===== config.mk =====
export PLATFORM = sky130hd
export DESIGN_NAME = interrupt_ack_sequencer
export DESIGN_NICKNAME = d
export VERILOG_FILES = /design/src/rtl/interrupt_ack_sequencer_pkg.sv /design/src/rtl/interrupt_ack_sequencer_priority_encoder.sv /design/src/rtl/interrupt_ack_sequencer.sv
export SDC_FILE = /design/constraint.sdc
export NUM_CORES = 1
export LEC_CHECK = 0
export CAP_MARGIN = 20
export CORE_ASPECT_RATIO = 1.5
export CORE_UTILIZATION = 48
export CTS_BUF_LIST = sky130_fd_sc_hd__clkbuf_2 sky130_fd_sc_hd__clkbuf_4 sky130_fd_sc_hd__clkbuf_8
export DETAILED_ROUTE_END_ITERATION = 10
export GPL_TIMING_DRIVEN = 1
export PLACE_DENSITY = 0.81
export SLEW_MARGIN = 20
export SYNTH_ARGS = -nofsm -noshare
export SYNTH_HDL_FRONTEND = slang
export SYNTH_SLANG_ARGS = --single-unit

===== constraint.sdc =====
create_clock -name clock -period 1.9 [get_ports clock]
set_clock_uncertainty 0.05 [all_clocks]
set_input_delay 0.475 -clock clock [delete_from_list [all_inputs] [get_ports clock]]
set_output_delay 0.475 -clock clock [all_outputs]
set_load 0.05 [all_outputs]

===== src/rtl/interrupt_ack_sequencer_pkg.sv =====
// Shared definitions for the interrupt acknowledge sequencer:
//   - IRQ_COUNT / LEVEL_W     : request vector width and encoded level width
//   - DEFAULT_SPURIOUS_LEVEL  : level reported when INTA#1 finds nothing pending
//   - ack_state_t             : handshake FSM state encoding
//   - make_vector()           : builds the 8086 vector byte {T7..T3, level}
package interrupt_ack_sequencer_pkg;

    localparam int IRQ_COUNT              = 8;
    localparam int LEVEL_W                = 3;
    localparam int DEFAULT_SPURIOUS_LEVEL = 7;

    typedef enum logic [2:0] {
        IDLE        = 3'd0,
        INT_PENDING = 3'd1,
        ACK1        = 3'd2,
        WAIT2       = 3'd3,
        ACK2        = 3'd4,
        DONE        = 3'd5
    } ack_state_t;

    function automatic logic [7:0] make_vector(input logic [4:0]         base,
                                               input logic [LEVEL_W-1:0] level);
        return {base, level};
    endfunction

endpackage


===== src/rtl/interrupt_ack_sequencer_priority_encoder.sv =====
// priority_encoder_8to3: reduces a request vector to a binary level.
//   request : in  IRQ_COUNT  request bits (normally one-hot)
//   level   : out LEVEL_W    index of the lowest set bit (IR0 highest priority)
//   valid   : out 1          any request bit set
module priority_encoder_8to3
    import interrupt_ack_sequencer_pkg::*;
(
    input  logic [IRQ_COUNT-1:0] request,
    output logic [LEVEL_W-1:0]   level,
    output logic                 valid
);

    // Scan from the top down so the lowest set index is the last write.
    always_comb begin
        level = '0;
        valid = 1'b0;
        for (int i = IRQ_COUNT - 1; i >= 0; i--) begin
            if (request[i]) begin
                level = LEVEL_W'(i);
                valid = 1'b1;
            end
        end
    end

endmodule


===== src/rtl/interrupt_ack_sequencer.sv =====
// interrupt_ack_sequencer: CPU-facing end of the in-service path.
// Raises INT, runs the two-pulse 8086 INTA handshake, pulses acknowledge
// with the frozen level, drives the vector on INTA#2 and, in AEOI mode,
// emits the end-of-interrupt clear mask when the handshake completes.
//   clock, reset_n              : system clock, async active-low reset
//   highest_priority_interrupt  : one-hot pending request (0 = none)
//   aeoi_mode                   : automatic EOI enable
//   vector_base                 : vector bits T7..T3
//   inta_n                      : asynchronous CPU acknowledge strobe
//   int_out                     : interrupt request to CPU
//   acknowledge / serviced_level: 1-cycle ISR set pulse and its one-hot level
//   end_of_interrupt            : 1-cycle AEOI clear mask
//   data_out / data_out_enable  : vector byte and bus drive enable
module interrupt_ack_sequencer
    import interrupt_ack_sequencer_pkg::*;
#(
    parameter int SYNC_STAGES    = 2,
    parameter int SPURIOUS_LEVEL = DEFAULT_SPURIOUS_LEVEL
)(
    input  logic                 clock,
    input  logic                 reset_n,
    input  logic [IRQ_COUNT-1:0] highest_priority_interrupt,
    input  logic                 aeoi_mode,
    input  logic [4:0]           vector_base,
    input  logic                 inta_n,
    output logic                 int_out,
    output logic                 acknowledge,
    output logic [IRQ_COUNT-1:0] serviced_level,
    output logic [IRQ_COUNT-1:0] end_of_interrupt,
    output logic [7:0]           data_out,
    output logic                 data_out_enable
);

    // inta_n synchronizer plus one delay flop for edge detection.
    // Flops reset to 1 so a released reset never looks like a falling edge.
    logic [SYNC_STAGES-1:0] inta_sync;
    logic                   inta_prev;
    logic                   inta_cur;
    logic                   fall;
    logic                   rise;

    always_ff @(posedge clock or negedge reset_n) begin
        if (!reset_n) begin
            inta_sync <= '1;
            inta_prev <= 1'b1;
        end else begin
            inta_sync <= {inta_sync[SYNC_STAGES-2:0], inta_n};
            inta_prev <= inta_sync[SYNC_STAGES-1];
        end
    end

    assign inta_cur = inta_sync[SYNC_STAGES-1];
    assign fall     = inta_prev & ~inta_cur;
    assign rise     = ~inta_prev & inta_cur;

    logic [LEVEL_W-1:0] enc_level;
    logic               pending;

    priority_encoder_8to3 u_encoder (
        .request (highest_priority_interrupt),
        .level   (enc_level),
        .valid   (pending)
    );

    ack_state_t         state;
    logic [LEVEL_W-1:0] level_q;
    logic               aeoi_q;

    always_ff @(posedge clock or negedge reset_n) begin
        if (!reset_n) begin
            state            <= IDLE;
            level_q          <= '0;
            aeoi_q           <= 1'b0;
            int_out          <= 1'b0;
            acknowledge      <= 1'b0;
            serviced_level   <= '0;
            end_of_interrupt <= '0;
            data_out         <= '0;
            data_out_enable  <= 1'b0;
        end else begin
            // Both pulses last one cycle unless re-armed below.
            acknowledge      <= 1'b0;
            end_of_interrupt <= '0;
            case (state)
                IDLE: begin
                    if (fall) begin
                        // Unsolicited INTA: treat as INTA#1 with nothing pending.
                        level_q        <= LEVEL_W'(SPURIOUS_LEVEL);
                        serviced_level <= '0;
                        aeoi_q         <= aeoi_mode;
                        state          <= ACK1;
                    end else if (pending) begin
                        int_out <= 1'b1;
                        state   <= INT_PENDING;
                    end
                end
                INT_PENDING: begin
                    // The CPU edge wins over a simultaneous request withdrawal.
                    if (fall) begin
                        int_out <= 1'b0;
                        aeoi_q  <= aeoi_mode;
                        if (pending) begin
                            level_q        <= enc_level;
                            serviced_level <= IRQ_COUNT'(1) << enc_level;
                            acknowledge    <= 1'b1;
                        end else begin
                            level_q        <= LEVEL_W'(SPURIOUS_LEVEL);
                            serviced_level <= '0;
                        end
                        state <= ACK1;
                    end else if (!pending) begin
                        int_out <= 1'b0;
                        state   <= IDLE;
                    end
                end
                ACK1: begin
                    if (rise) state <= WAIT2;
                end
                WAIT2: begin
                    if (fall) begin
                        data_out        <= make_vector(vector_base, level_q);
                        data_out_enable <= 1'b1;
                        state           <= ACK2;
                    end
                end
                ACK2: begin
                    if (rise) begin
                        data_out_enable <= 1'b0;
                        data_out        <= '0;
                        if (aeoi_q && (serviced_level != '0))
                            end_of_interrupt <= serviced_level;
                        state <= DONE;
                    end
                end
                DONE: begin
                    state <= IDLE;
                end
                default: begin
                    state <= IDLE;
                end
            endcase
        end
    end

endmodule


==> PnR_summary.wiki <==
{| class="wikitable"
! Metric !! Value
|-
| Largest net degree at the start of global routing || 38
|-
| I/O Pins || 44
|-
| Cts repair resizes || 0
|-
| Buffers inserted during post-CTS setup optimization || 0
|-
| Setup violation total in the final timing report || 0
|-
| Count of port buffers added during placement || 43
|-
| Synthesis warning total || 0
|-
| CP startpoint kind || flip-flop
|-
| Number of register bits inferred by synthesis || 37
|-
| Combined buffer and inverter count along the critical path || 0
|-
| Area leader, netlist || dfrtp_1
|-
| Routed wire length || between 3000 and 4000 µm
|-
| Minimum clock period || 1.76 ns
|-
| Count of inserted antenna diode cells || 0
|-
| H-Tree Level Count || 2
|-
| # Max-Cap Violations || 0
|-
| Fraction of layout instances using a drive strength above 1 || about 29%
|-
| Critical path type || flip-flop to flip-flop
|-
| Number of standard-cell rows in the floorplan || 24
|-
| Horizontal extent of the die || 48.0 µm
|-
| Worst Path Arrival || 1.94 ns
|-
| Period utilization || 92.6%
|-
| Synthesized netlist cell count || 136
|-
| Drc violations || 0
|-
| Minimum hold slack || 0.154 ns
|-
| Clock tree from TritonCTS || done
|-
| Global route overflow || 0
|-
| PnR Total Power || 3.08 mW
|-
| Via-to-Cell Ratio || 5.24
|-
| Fraction of power spent switching nets || between 30% and 40%
|-
| Clock sink total || 37
|-
| CP max FO || 11
|-
| Leading cell types by total area after synthesis || dfrtp_1, dfstp_2, and2_1, inv_1, nand3_1
|-
| Number of global-route vias before repair || 1146
|-
| Core Area || 0.00297 mm²
|-
| Mean instance size in the synthesized netlist || roughly 11 µm²
|-
| Total negative slack for setup checks || 0 ns
|-
| Worst ir drop on vdd || 0.00100 V
|-
| Power density over the cells || 1460 mW/mm²
|-
| Final Wtd Congestion || 0.944
|-
| Transition time of the tightest slew-check pin || 0.455 ns
|-
| Starting DRT DRC Count || 41
|-
| NumNets Final || 211
|-
| Relative contribution of sequential cells to total power || 36.4%
|-
| Initial Utilization || 51.2%
|-
| Crit-path leading delay family || simple AND/OR/NAND/NOR gates
|-
| Seq/Total Area, Yosys || 61.1%
|-
| GRT Overall Usage || 21.2%
|-
| Worst slew margin relative to its limit || 69.7%
|-
| CP cell instances || or3b_4 > or3_4 > nor2_4 > and2_1
|-
| Clock latency reported for the late side of the worst-skew pair || 0.29 ns
|-
| Final routed wire length divided by cell count || 13.2 µm
|-
| Hold bufs inserted after CTS || 0
|-
| Total CTS buffers || 5
|-
| FMAX || 569 MHz
|-
| Number of distinct library cells after synthesis || 32
|-
| Worst min-delay path category || input pin to async pin
|-
| Crit-path max cell delay || 0.50 ns
|-
| Number of nets still failing antenna checks after routing || 0
|-
| Number of antenna violations at the first check in global routing || 0
|-
| DIE AREA || approximately 0.0034 mm²
|-
| Required time at the worst-slack endpoint || 2.08 ns
|-
| Share of the synthesized area in the top cell type || 55.9%
|-
| Total internal power || between 1.5 and 2 mW
|-
| Wire length of the first global-routing pass || 5050 µm
|-
| Number of vias in the routed layout || about 1200
|-
| Switch Pwr || 1.18 mW
|-
| HPWL reported at the end of detailed placement || approximately 2200 µm
|-
| Slowest stage cell, crit path || or3b_4
|-
| Clock group share of total power || 26.0%
|-
| P&R area growth vs syn || 39.0%
|-
| Vertical die dimension || 71.0 µm
|-
| Slew Limit Fails || 0
|-
| Final hold violation count || 0
|-
| Post-Synthesis Net Count || ~150
|-
| Clock-pin transition on the worst setup and hold timing paths || 0.08 ns
|-
| Clock root buffer master || clkbuf_8
|-
| Critical path endpoint category || flip-flop
|-
| Static leakage power || 1.01 nW
|-
| CTS Buffer Depth || 2
|-
| Combinational share of power || a little under two fifths
|-
| Run status || finished, final reports clean
|-
| Unrepaired setup endpoints after global routing || false
|-
| Post-synthesis cell area || around 0.0015 mm²
|-
| Iteration count of the initial detailed-routing pass || 5
|}
==> flip-flops by register name (all words and copies together), names as in the netlist <==
register	cells
level_q	3
data_out	8
state	3
serviced_level	8
inta_sync	2
acknowledge	1
inta_prev	1
data_out_enable	1
aeoi_q	1
int_out	1
end_of_interrupt	8
==> per-stage QoR <==
stage | cells | instance area [µm²] | setup WS, ns | util [%]
floorplan | 136 | 1520 | 0.238 | -
global placement | 226 | 1980 | -0.0914 | 66.6
detailed placement | 226 | 1980 | -0.108 | 66.6
CTS | 234 | 2110 | 0.140 | 71.1
global route | 234 | 2110 | 0.0296 | 71.1
finish | 234 | 2110 | 0.141 | 71.1
==> cells by family (layout without fill, tap and decap cells) <==
kind of cell	Yosys count	after routing	synth area share [%]
AOI/OAI and AO/OA	34	34	15.6
DFF	37	37	61.1
and+or+nand+nor	49	49	18.3
buffers and inverters	16	75	4.93
==> layout make-up <==
type | count | area, µm²
well taps | 39 | 48.8
repair buffers | 53 | 433
fillers | 229 | 858
multi-input cells | 83 | 517
clock buffers | 5 | 68.8
flip-flops and latches | 37 | 930
clock inverters | 3 | 65.1
inverters | 14 | 52.6
==> placed cells by master (no fill, tap or decap), types with 3 or more instances in the layout <==
master and n:
dfstp_2 3, inv_1 14, o31ai_1 4, a32o_1 3, o21ai_0 8, nand3_1 8
buf_4 37, nand2_1 9, o21ai_1 3, nor4_1 3, nor2_1 9, dfrtp_1 34
a21oi_1 6, clkbuf_8 5, and2_1 9, clkdlybuf4s50_1 15
==> worst paths after layout <==
path | startpoint | end | slack [ns] | cells after the start
worst max-delay path | state[0] | end_of_interrupt[2] | 0.14 | 4
worst min register to register | inta_sync[0] | inta_sync[1] | 0.31 | 0
min in group clock | inta_sync[0] | inta_sync[1] | 0.31 | 0
worst max register to register | state[0] | end_of_interrupt[2] | 0.14 | 4
max in group asynchronous | reset_n | inta_sync[0] | 1.29 | 2
worst min-delay path | reset_n | serviced_level[2] | 0.15 | 2
==> power by group through the flow <==
| stage | registers (mW) | logic [mW] | clock network [mW] |
|---|---|---|---|
| final | 1.12 | 1.16 | 0.802 |
| after global routing | 1.14 | 1.23 | 0.844 |
| after CTS | 1.12 | 1.17 | 0.815 |
| after detailed placement | 1.14 | 1.16 | 0 |
| after global placement | 1.12 | 1.14 | 0 |
| after floorplan | 1.61 | 0.296 | 0 |
==> synthesized netlist by cell type, drive strengths merged <==
cell type	n
o211ai	2
nand3	9
nor2	10
or3b	1
o21ai	12
a32o	3
or2	1
nand2	9
or3	1
dfstp	3
nor4	3
a22o	2
o31ai	4
o22a	1
buf	2
dfrtp	34
o211a	1
a221oi	1
inv	14
nor2b	1
a21oi	6
o21a	1
nand4b	2
and4b	1
nand2b	1
and3	1
o32ai	1
and2	9
==> routing by layer <==
metal | GRT usage, % | up-vias | part of all wire, %
li1 | - | 596 | -
met1 | 24.3 | 581 | 41
met2 | 33.3 | 42 | 52
met3 | 6.12 | 6 | 5.1
met4 | 12.3 | 0 | 2.4
met5 | 0 | - | 0
==> worst register-to-register path: stages, from the launching register on <==
cell and delay [ns]:
dfrtp_1 0.45, or3b_4 0.51, or3_4 0.39, nor2_4 0.16, and2_1 0.15
No activity file was read; power rests on OpenSTA's default activity.
